==> config.mk <==
export PLATFORM = sky130hd
export DESIGN_NAME = seq_divider_flat
export DESIGN_NICKNAME = d
export VERILOG_FILES = /design/src/rtl/seq_divider_pkg.sv /design/src/rtl/seq_divider_if.sv /design/src/rtl/seq_divider_div_step.sv /design/src/rtl/seq_divider.sv /design/src/flat_wrapper.sv
export SDC_FILE = /design/constraint.sdc
export NUM_CORES = 1
export LEC_CHECK = 0
export CORE_MARGIN = 5
export CORE_UTILIZATION = 55
export CTS_CLUSTER_DIAMETER = 200
export CTS_CLUSTER_SIZE = 10
export DETAILED_ROUTE_END_ITERATION = 12
export PLACE_DENSITY = 0.78
export REMOVE_ABC_BUFFERS = 1
export SKIP_LAST_GASP = 1
export SLEW_MARGIN = 40
export SYNTH_ARGS = -nofsm -noshare
export SYNTH_HDL_FRONTEND = slang
export SYNTH_HIERARCHICAL = 1
export SYNTH_SLANG_ARGS = --single-unit
export TNS_END_PERCENT = 1
==> constraint.sdc <==
create_clock -name clk -period 14.8 [get_ports clk]
set_input_delay 1.48 -clock clk [delete_from_list [all_inputs] [get_ports clk]]
set_output_delay 1.48 -clock clk [all_outputs]
set_load 0.005 [all_outputs]
==> src/rtl/seq_divider_pkg.sv <==
// Shared datapath constants for the multicycle divider: operand width,
// iteration counter width, FSM encodings and the divide-by-zero exception code.
package seq_divider_pkg;

  localparam int WIDTH = 32;
  localparam int CNT_W = 5;

  typedef enum logic [1:0] {
    IDLE = 2'd0,
    RUN  = 2'd1,
    FIX  = 2'd2
  } div_state_e;

  // Exception code the controller raises when div_by_zero pulses.
  localparam logic [4:0] EXC_DIV_ZERO = 5'h0f;

endpackage : seq_divider_pkg

==> src/rtl/seq_divider_if.sv <==
// Divide handshake between the control unit (master) and the divider (slave):
// start pulse plus operands in, busy/completion/zero-flag and HI/LO results out.
interface seq_divider_if
  import seq_divider_pkg::*;
#(
  parameter int WIDTH = seq_divider_pkg::WIDTH
);

  logic             div_start;
  logic [WIDTH-1:0] dividend;
  logic [WIDTH-1:0] divisor;
  logic             busy;
  logic             div_end;
  logic             div_by_zero;
  logic [WIDTH-1:0] hi;
  logic [WIDTH-1:0] lo;

  modport master (
    output div_start, dividend, divisor,
    input  busy, div_end, div_by_zero, hi, lo
  );

  modport slave (
    input  div_start, dividend, divisor,
    output busy, div_end, div_by_zero, hi, lo
  );

endinterface : seq_divider_if

==> src/rtl/seq_divider_div_step.sv <==
// One restoring shift-subtract iteration on unsigned magnitudes: shifts the
// next dividend bit into the partial remainder and produces one quotient bit.
module seq_divider_div_step
  import seq_divider_pkg::*;
#(
  parameter int WIDTH = seq_divider_pkg::WIDTH
) (
  input  logic [WIDTH-1:0] rem_i,
  input  logic [WIDTH-1:0] q_i,
  input  logic [WIDTH-1:0] divisor_abs_i,
  output logic [WIDTH-1:0] rem_o,
  output logic [WIDTH-1:0] q_o
);

  logic [WIDTH:0] shifted;
  logic [WIDTH:0] trial;

  // The trial difference is one bit wider so its MSB is the borrow; no borrow
  // means the shifted remainder was >= the divisor and the subtraction stands.
  always_comb begin
    shifted = {rem_i, q_i[WIDTH-1]};
    trial   = shifted - {1'b0, divisor_abs_i};
    rem_o   = shifted[WIDTH-1:0];
    q_o     = {q_i[WIDTH-2:0], 1'b0};
    if (!trial[WIDTH]) begin
      rem_o   = trial[WIDTH-1:0];
      q_o[0]  = 1'b1;
    end
  end

endmodule : seq_divider_div_step

==> src/rtl/seq_divider.sv <==
// Multicycle signed divider with MIPS DIV semantics: LO gets the quotient
// (truncated toward zero), HI the remainder (sign of dividend), 33 cycles.
module seq_divider
  import seq_divider_pkg::*;
#(
  parameter int WIDTH = seq_divider_pkg::WIDTH,
  parameter int CNT_W = seq_divider_pkg::CNT_W
) (
  input  logic          clk,
  input  logic          rst,
  seq_divider_if.slave  bus
);

  div_state_e       state_q, state_d;
  logic [CNT_W-1:0] cnt_q, cnt_d;
  logic [WIDTH-1:0] rem_q, rem_d;
  logic [WIDTH-1:0] quo_q, quo_d;
  logic [WIDTH-1:0] dvs_q, dvs_d;
  logic             sign_quo_q, sign_quo_d;
  logic             sign_rem_q, sign_rem_d;
  logic [WIDTH-1:0] hi_q, hi_d;
  logic [WIDTH-1:0] lo_q, lo_d;
  logic             div_end_q, div_end_d;
  logic             dbz_q, dbz_d;

  logic [WIDTH-1:0] step_rem;
  logic [WIDTH-1:0] step_quo;

  // Two's-complement magnitude; the most negative value maps to 2^(WIDTH-1)
  // read as unsigned, which the unsigned datapath handles without overflow.
  function automatic logic [WIDTH-1:0] magnitude(input logic [WIDTH-1:0] v);
    return v[WIDTH-1] ? ('0 - v) : v;
  endfunction

  function automatic logic [WIDTH-1:0] apply_sign(input logic             neg,
                                                  input logic [WIDTH-1:0] v);
    return neg ? ('0 - v) : v;
  endfunction

  seq_divider_div_step #(
    .WIDTH (WIDTH)
  ) u_div_step (
    .rem_i         (rem_q),
    .q_i           (quo_q),
    .divisor_abs_i (dvs_q),
    .rem_o         (step_rem),
    .q_o           (step_quo)
  );

  // NOTE: every variable written here gets a default first, so no path can
  // leave one unassigned and infer a latch.
  always_comb begin
    state_d    = state_q;
    cnt_d      = cnt_q;
    rem_d      = rem_q;
    quo_d      = quo_q;
    dvs_d      = dvs_q;
    sign_quo_d = sign_quo_q;
    sign_rem_d = sign_rem_q;
    hi_d       = hi_q;
    lo_d       = lo_q;
    div_end_d  = 1'b0;
    dbz_d      = 1'b0;

    unique case (state_q)
      IDLE: begin
        if (bus.div_start) begin
          if (bus.divisor == '0) begin
            // Report and stay idle; HI/LO keep the previous result.
            div_end_d = 1'b1;
            dbz_d     = 1'b1;
          end else begin
            quo_d      = magnitude(bus.dividend);
            dvs_d      = magnitude(bus.divisor);
            sign_quo_d = bus.dividend[WIDTH-1] ^ bus.divisor[WIDTH-1];
            sign_rem_d = bus.dividend[WIDTH-1];
            rem_d      = '0;
            cnt_d      = '0;
            state_d    = RUN;
          end
        end
      end

      RUN: begin
        rem_d = step_rem;
        quo_d = step_quo;
        cnt_d = cnt_q + CNT_W'(1);
        if (cnt_q == '1) begin
          state_d = FIX;
        end
      end

      FIX: begin
        lo_d      = apply_sign(sign_quo_q, quo_q);
        hi_d      = apply_sign(sign_rem_q, rem_q);
        div_end_d = 1'b1;
        state_d   = IDLE;
      end

      default: begin
        state_d = IDLE;
      end
    endcase
  end

  // NOTE: state registers use non-blocking assignments so every register
  // samples the pre-edge value of every other, independent of block order.
  always_ff @(posedge clk or posedge rst) begin
    if (rst) begin
      state_q    <= IDLE;
      cnt_q      <= '0;
      rem_q      <= '0;
      quo_q      <= '0;
      dvs_q      <= '0;
      sign_quo_q <= 1'b0;
      sign_rem_q <= 1'b0;
      hi_q       <= '0;
      lo_q       <= '0;
      div_end_q  <= 1'b0;
      dbz_q      <= 1'b0;
    end else begin
      state_q    <= state_d;
      cnt_q      <= cnt_d;
      rem_q      <= rem_d;
      quo_q      <= quo_d;
      dvs_q      <= dvs_d;
      sign_quo_q <= sign_quo_d;
      sign_rem_q <= sign_rem_d;
      hi_q       <= hi_d;
      lo_q       <= lo_d;
      div_end_q  <= div_end_d;
      dbz_q      <= dbz_d;
    end
  end

  assign bus.busy        = (state_q != IDLE);
  assign bus.div_end     = div_end_q;
  assign bus.div_by_zero = dbz_q;
  assign bus.hi          = hi_q;
  assign bus.lo          = lo_q;

endmodule : seq_divider

==> src/flat_wrapper.sv <==
// flat-port wrapper written by rule: the top's interface ports become plain ports
module seq_divider_flat import seq_divider_pkg::*;
#(
  parameter int WIDTH = seq_divider_pkg::WIDTH,
  parameter int CNT_W = seq_divider_pkg::CNT_W
)
  (clk, rst, bus_div_start, bus_dividend, bus_divisor, bus_busy, bus_div_end, bus_div_by_zero, bus_hi, bus_lo);
  seq_divider_if #(.WIDTH(WIDTH)) bus_i ();
  input  logic clk;
  input  logic rst;
  input wire logic [$bits(bus_i.div_start)-1:0] bus_div_start;
  input wire logic [$bits(bus_i.dividend)-1:0] bus_dividend;
  input wire logic [$bits(bus_i.divisor)-1:0] bus_divisor;
  output wire logic [$bits(bus_i.busy)-1:0] bus_busy;
  output wire logic [$bits(bus_i.div_end)-1:0] bus_div_end;
  output wire logic [$bits(bus_i.div_by_zero)-1:0] bus_div_by_zero;
  output wire logic [$bits(bus_i.hi)-1:0] bus_hi;
  output wire logic [$bits(bus_i.lo)-1:0] bus_lo;
  assign bus_i.div_start = bus_div_start;
  assign bus_i.dividend = bus_dividend;
  assign bus_i.divisor = bus_divisor;
  assign bus_busy = bus_i.busy;
  assign bus_div_end = bus_i.div_end;
  assign bus_div_by_zero = bus_i.div_by_zero;
  assign bus_hi = bus_i.hi;
  assign bus_lo = bus_i.lo;
  seq_divider #(.WIDTH(WIDTH), .CNT_W(CNT_W)) u_core (.clk(clk), .rst(rst), .bus(bus_i));
endmodule
**After elaboration in Yosys (flattened, before gate mapping)**

Index checks and enable logic that the tools add are counted.
W data, S select, Z words.

- Flip-flop bits (word level): 171
- Output and inout bits: 67
- Word-level logic and storage cells: 55

- $add $sub $neg: 6
- Eq/ne operators: 6
- Multiplexer cells: 23
- Bitwise gates (word level): 2
- Reduce and logical (&&, ||, !) cells: 7

Operators by type and width:

| kind | count |
|---|---|
| $mux W32 | 9 |
| $pmux W32 S2 | 2 |
| $sub A1 B32 Y32 const A | 4 |
| $sub A33 B32 Y33 | 1 |
| $logic_not A32 Y1 | 1 |
| $mux W5 | 2 |
| $pmux W5 S2 | 1 |
| $reduce_and A3 Y1 | 3 |
| $mux W2 | 3 |
| $add A5 B1 Y5 const B | 1 |
| $eq A5 B5 Y1 const B | 1 |
| $mux W1 | 4 |
| $ne A2 B2 Y1 const B | 2 |
| $pmux W2 S2 | 1 |
| $reduce_bool A2 Y1 | 2 |
| $eq A2 B1 Y1 const B | 1 |
| $eq A2 B2 Y1 const B | 1 |
| $logic_not A2 Y1 | 1 |
| $ne A2 B1 Y1 const B | 1 |
| $pmux W1 S2 | 1 |
| $not A1 Y1 | 1 |
| $xor A1 B1 Y1 | 1 |

**Longest topological paths before layout**

Gate-level depths: netlist of the first run.

- Word-level depth: 5
- Mapped depth: 16

**Cells and area by module**

The synthesis of the first run kept the hierarchy.

Modules (own cells, without submodules):

| module | instances | cells an instance | area each (um2) | sequential area each (um2) |
|---|---|---|---|---|
| seq_divider | 1 | 954 | 9049.9 | 4279.1 |
| seq_divider_div_step | 1 | 336 | 2591.2 | 0.0 |

**Worst setup path after synthesis of the first run**

Ideal clock, no wire load.

- Path kind: input port to flip-flop
- From: in bus_dividend[0]
- To: reg u_core.quo_q[26]
- Setup time: 134 ps
- Data arrival time: 3669 ps
- Path slack: 10997 ps
- Stages: 9
- Path buffers: 1
- Path through: inv_1 -> ha_1 -> or3b_2 -> or4b_1 -> clkbuf_1 -> or3_1 -> o41ai_2 -> xor2_1 -> o21ai_0

- Cells in the longest elaborated chain, start to end: 5

Ends and longest elaborated chain:

| element | RTL line | text |
|---|---|---|
| start, declared | flat_wrapper.sv:12 | `input wire logic [$bits(bus_i.dividend)-1:0] bus_dividend;` |
| $sub A1 B32 Y32 | seq_divider.sv:32 | `return v[WIDTH-1] ? ('0 - v) : v;` |
| $mux W32 | seq_divider.sv:32 |  |
| $mux W32 | seq_divider.sv:68 | `if (bus.divisor == '0) begin` |
| $mux W32 | seq_divider.sv:67 | `if (bus.div_start) begin` |
| $pmux W32 S2 | seq_divider.sv:65 | `unique case (state_q)` |
| end signal, assigned | seq_divider.sv:125 | `quo_q <= quo_d;` |
| end, declared | seq_divider.sv:17 | `logic [WIDTH-1:0] quo_q, quo_d;` |

No other way between the ends. The select of a mux whose other input is x is not followed.
A chain may end at the register's enable or synchronous reset.

**Worst setup path in the final report of the first run**

- From: in bus_divisor[16]
- To: reg u_core.dvs_q[11]

- Cells in the longest elaborated chain, start to end: 3

Ends and longest elaborated chain:

| element | RTL line | text |
|---|---|---|
| start, declared | flat_wrapper.sv:13 | `input wire logic [$bits(bus_i.divisor)-1:0] bus_divisor;` |
| $logic_not A32 Y1 | seq_divider.sv:68 |  |
| $not A1 Y1 (no source line) | n/a |  |
| $reduce_and A3 Y1 (no source line) | n/a |  |
| end signal, assigned | seq_divider.sv:126 | `dvs_q <= dvs_d;` |
| end, declared | seq_divider.sv:18 | `logic [WIDTH-1:0] dvs_q, dvs_d;` |

No other way between the ends.

==> results of run 1 <==
==> kinds of logic after synthesis <==
| family | share of synthesized area |
|---|---|
| AOI/OAI and AO/OA | 0.2171 |
| and+or+nand+nor | 0.1518 |
| DFF | 0.3676 |
| buffers and inverters | 0.06696 |
| xor gates and xnor gates | 0.1091 |
| muxes | 0.04493 |
| adders and majority gates | 0.04256 |
==> stage by stage <==
stage / std cells / power [W] / hold slack (ps)
2_1_floorplan: 1191 / 0.002221 / 449.8
3_3_place_gp: 1604 / 0.002589 / 460.3
3_5_place_dp: 1604 / 0.002638 / 469.1
4_1_cts: 1636 / 0.003094 / 484.0
5_1_grt: 1637 / 0.003344 / 495.3
6_report: 1637 / 0.003107 / 475.0
==> cells in the final DEF, fill, tap and decap left out, types with 6 or more instances in the layout <==
cell type	Yosys	layout
nand4_1	8	8
a22oi_1	9	9
or2_2	13	13
clkdlybuf4s50_1	0	132
nor4_1	10	9
nor2b_1	7	7
clkbuf_16	0	17
mux2_4	19	19
a21o_1	18	18
mux2i_1	17	17
o31ai_1	34	34
o21ai_0	181	181
nor3_1	10	10
a31oi_1	7	7
inv_1	50	49
dfrtp_1	171	169
ha_1	38	38
xnor2_1	41	41
or4_1	24	24
o41ai_1	25	25
a22o_1	34	34
and3_1	6	6
a21oi_1	37	37
xor2_1	104	104
o21a_1	9	9
nand3_1	21	21
or3_1	17	17
nor2_1	35	34
nand2_1	164	163
nand2b_1	8	6
==> routing by layer <==
| metal | track usage | vias up | part of all wire |
|---|---|---|---|
| li1 | - | 4725 | - |
| met1 | 0.3260 | 4728 | 0.43 |
| met2 | 0.4027 | 327 | 0.49 |
| met3 | 0.03839 | 43 | 0.058 |
| met4 | 0.07461 | 2 | 0.020 |
| met5 | 0 | - | 0.00068 |
==> worst max-delay path: stages <==
cell and delay, ps:
clkdlybuf4s50_1 480, or4_1 640, nor4_1 430, a41o_2 270, buf_6 510, nand2b_4 690
o21ai_0 240
==> area by class of cell <==
type                       instances  share of cell area
multi-input combinational        969              0.4928
sequential                       171              0.3187
timing repair buffer             139              0.1036
clock buffer                      23             0.03706
tap                              275             0.02561
inverter                          51             0.01574
clock inverter                     9            0.006519
==> final timing paths <==
path / from / end / slack, ps
max in group asynchronous: rst / u_core/sign_quo_q / 12270
worst min register to register: u_core/bus.hi[27] / u_core/bus.hi[27] / 470
worst max-delay path: bus_divisor[16] / u_core/dvs_q[11] / 10270
min in group asynchronous: rst / u_core/bus.hi[30] / 1460
worst min-delay path: u_core/bus.hi[27] / u_core/bus.hi[27] / 470
worst max register to register: u_core/quo_q[31] / u_core/rem_q[27] / 10630
==> power by group <==
part | switching (W) | leakage (nW) | internal [W] | total [W]
clock network | 0.000187 | 0.277 | 0.000254 | 0.000441
logic | 0.000887 | 3.12 | 0.000910 | 0.00180
registers | 0.000231 | 2.20 | 0.000638 | 0.000869
==> flip-flops by register name, indices dropped and copies added, names as in the netlist <==
signal                  cells
u_core/bus.div_by_zero      1
u_core/bus.div_end          1
u_core/bus.hi              32
u_core/bus.lo              32
u_core/cnt_q                5
u_core/dvs_q               32
u_core/quo_q               32
u_core/rem_q               32
u_core/sign_quo_q           1
u_core/sign_rem_q           1
u_core/state_q              2
==> metrics, run 1 <==
root buffer cell=clkbuf_16; Netlist Area Pre-Place=11640 um2; hold path cells=2; Synth async-reset ratio=1.000; first-pass GRT wire length=47960 um; total of max-cap violations=0; post_cts resized=0; critical path required time=15060 ps; num ports=134; Pwr per Cell Area=231.2 nW/um2; core area=20960 um2; pre-CTS setup slack=9678 ps; first-pass detailed-route iteration total=5; Layout Skew=10.64 ps; Clk Latency, worst-skew pair=430 ps; Layout Nets=1455; footprint of the multi-input gates=6621 um2; TritonCTS Sinks=171; synthesized instance count=1290; Antenna Cells=0; ys flop type=dfrtp_1; post-layout util=0.6412; critical setup path kind=primary input to register; die width=155.5 um; Final Critical Period=4530 ps; commonest cells in the netlist=181 x o21ai_0, 171 x dfrtp_1, 164 x nand2_1; post-CTS setup buffer count=0; period utilization=0.3061; Synth area leaders=dfrtp_1 37%, xor2_1 7.8%, o21ai_0 7.8%; Final Instance Area=13440 um2; CTS tree=done; top cell type's share of synthesized area=0.3676; crit end category=register; Worst slew margin=0.4935; VDD IR max=0.1226 mV; initial antenna violation count=1; RSZ-0062 raised after global routing=false; Clk pin slew, worst setup/hold paths=60 ps; die area=24180 um2; Cell variety after synth=84; warnings from Yosys=6; cell with the most instances after synthesis=o21ai_0; grt ovf=0; Post-Syn Area per Cell=9.024 um2; post-synthesis sequential area ratio=0.3676; DR vias/cell=6.002; layout cells sized above 1=0.08223; Placed Area=12810 um2; outcome=finished, final reports clean; Initial Util=0.5555; FF+latch count, synth=171; htree depth=4; routed len/inst=17.99 um; Fin. Hold Viols=0; Worst Path Arrival=4790 ps; worst r2r path cells=14; Startpoint Class=primary input; final setup margin=10270 ps; worst-path maximum fanout=93; # rows=53; setup tns final=0 ps; Static Leak=5.594 nW; fill count=1779; fmax=0.2208 GHz; worst-margin pin slew=752.7 ps; P&R area growth vs syn=15.41%; Final Max Tran Viols=0; DRC=0; # hold bufs at CTS=0; worst hold-check path type=register to register; total wire length=29450 um; Die Y=155.5 um; TritonCTS buffer count=17; vias in the first global route=9480; GPL Wtd Cong=0.9168; pin count of the biggest net entering global routing=109; GRT Util Overall=0.2420; via count=9825; number of antenna-violating nets in the routed design=0; Post-synth EDFFs=0; register area=4282 um2; Initial DRC Count=815; hpwl dp=21060 um; Clock Path Buffers=2; area leader, netlist=dfrtp_1; number of port buffers=133; final setup violation count=0
Note: power is estimated with default switching activity, not from simulation.
==> inputs of run 2 (changes only) <==
--- a/config.mk
+++ b/config.mk
@@ -6,7 +6,7 @@
 export NUM_CORES = 1
 export LEC_CHECK = 0
 export CORE_MARGIN = 5
-export CORE_UTILIZATION = 55
+export CORE_UTILIZATION = 52
 export CTS_CLUSTER_DIAMETER = 200
 export CTS_CLUSTER_SIZE = 10
 export DETAILED_ROUTE_END_ITERATION = 12
==> constraint.sdc (replaced) <==
create_clock -name clk -period 3.7 [get_ports clk]
set_input_delay 0.37 -clock clk [delete_from_list [all_inputs] [get_ports clk]]
set_output_delay 0.37 -clock clk [all_outputs]
set_load 0.005 [all_outputs]
==> run 2 against run 1 <==
Compared with the run above:
- clock skew rose by 4.4 ps
- critical path type is now register to register
- cell count rose by 1.6%
- final area is 1.3% higher
- power grew to 4.1 times the previous value
- largest cell class unchanged
- combinational power grew to 4.2 times the previous value
- via count grew 1.4%
- die area increased by 5.4%
- global-route usage fell by 1.0 points
- clock power rose to 4.1 times the previous value
==> metrics, run 2 (same netlist as run 1, synthesis figures left out) <==
outcome=finished, final reports clean; Fin. Hold Viols=0; total power=0.01268 W; power share of the sequential group=0.269; Internal=0.007303 W; # rows=54; Layout Skew=15.02 ps; GPL Wtd Cong=0.9108; core area=21960 um2; Worst slew margin=0.5171; worst-margin pin slew=717.7 ps; Layout Nets=1476; Worst Path Arrival=3860 ps; Final Max Tran Viols=0; worst hold-check path type=primary input to asynchronous set/reset pin; hold_ws=421.8 ps; root buffer cell=clkbuf_16; CP top delay family=compound AO/OA/AOI/OAI gates; Worst path max stage delay=460 ps; pin count of the biggest net entering global routing=110; fill count=1837; first-pass GRT wire length=49020 um; clock group share of total power=0.141; R2R Path Start=u_core/rem_q[0]; CP bufs+invs=2; Die Y=159.6 um; most common cell after layout, fill and taps aside=o21ai_0; Antenna Cells=0; worst-path maximum fanout=24; crit end category=register; hpwl dp=21710 um; num ports=134; DR vias/cell=5.989; vias in the first global route=9701; number of antenna-violating nets in the routed design=0; via count=9960; worst r2r path cells=13; reg2reg setup slack=180 ps; reg-to-reg endpoint=u_core/rem_q[4]; TritonCTS Sinks=171; Initial DRC Count=812; CTS tree=done; layout cells sized above 1=0.09400; final setup violation count=0; P&R area growth vs syn=16.87%; post-CTS setup buffer count=0; die area=25480 um2; fmax=0.2837 GHz; number of port buffers=133; GRT Util Overall=0.2319; Clk pin slew, worst setup/hold paths=70 ps; critical setup path kind=register to register; total of max-cap violations=0; Static Leak=5.695 nW; crit path cell chain=inv_1 > fa_1 > and2b_1 > o2111ai_2 > a21oi_2 > o2111ai_1 > a211oi_2 > nor2_4 > mux2i_4 > and2_4 > inv_8 > mux2_2 > a22o_1; Startpoint Class=register; grt ovf=0; CP Depth=13; first-pass detailed-route iteration total=6; die width=159.6 um; RSZ-0062 raised after global routing=false; total wire length=30040 um; Comb power frac=0.590; Clk Latency, worst-skew pair=440 ps; post-layout util=0.6196; TritonCTS buffer count=17; critical path required time=4030 ps; period utilization=0.9525; Clock Path Buffers=2; post_cts resized=0; switching pwr=0.005378 W; htree depth=4; Final Critical Period=3524 ps; # hold bufs at CTS=0; most frequent cells in the layout=181 x o21ai_0, 170 x dfrtp_1, 163 x nand2_1; Worst path slowest cell=dfrtp_1; VDD IR max=0.4945 mV; Pwr per Cell Area=932.1 nW/um2; DRC=0; switching share of power=0.4241; Initial Util=0.5301; routed len/inst=18.07 um; initial antenna violation count=0
-- run 2: worst max-delay path by stage --
stage | to | from
finish | u_core/rem_q[4] | u_core/rem_q[0]
global route | u_core/rem_q[7] | u_core/rem_q[0]
CTS | u_core/rem_q[4] | u_core/rem_q[0]
detailed placement | u_core/rem_q[7] | u_core/rem_q[0]
global placement | u_core/rem_q[5] | u_core/quo_q[31]
floorplan | u_core/bus.div_by_zero | rst
-- run 2: area by class of cell --
| cell class | instances | area [um2] | area share |
|---|---|---|---|
| Tap cell | 280 | 350.3 | 0.02575 |
| Clock buffer | 19 | 452.9 | 0.03329 |
| Clock inverter | 13 | 131.4 | 0.009656 |
| Multi-Input combinational cell | 969 | 6613 | 0.4860 |
| Inverter | 51 | 206.4 | 0.01517 |
| Sequential cell | 171 | 4280 | 0.3146 |
| Timing Repair Buffer | 160 | 1572 | 0.1155 |
-- run 2: stage by stage --
| stage | setup slack, ps | cell area (um2) | std cells | setup TNS, ps |
|---|---|---|---|---|
| 2_1_floorplan | -1302 | 11060 | 1191 | -258150 |
| 3_3_place_gp | 252.6 | 13010 | 1631 | 0 |
| 3_5_place_dp | 224.8 | 13020 | 1631 | 0 |
| 4_1_cts | 184.4 | 13600 | 1663 | 0 |
| 5_1_grt | 19.77 | 13610 | 1663 | 0 |
| 6_report | 175.6 | 13610 | 1663 | 0 |
-- run 2: per-layer routing --
metal / share of wire / GRT usage / vias up
met3: 0.063 / 0.04253 / 74
li1: - / - / 4773
met2: 0.48 / 0.3808 / 358
met1: 0.43 / 0.3103 / 4755
met5: 0 / 0 / -
met4: 0.026 / 0.08008 / 0
-- run 2: power groups by stage --
stage / Clock, W / Combinational (W) / Sequential, W
global route: 0.00190 / 0.00816 / 0.00352
CTS: 0.00182 / 0.00740 / 0.00340
finish: 0.00179 / 0.00748 / 0.00341
global placement: 0 / 0.00711 / 0.00339
detailed placement: 0 / 0.00732 / 0.00342
floorplan: 0 / 0.00569 / 0.00319
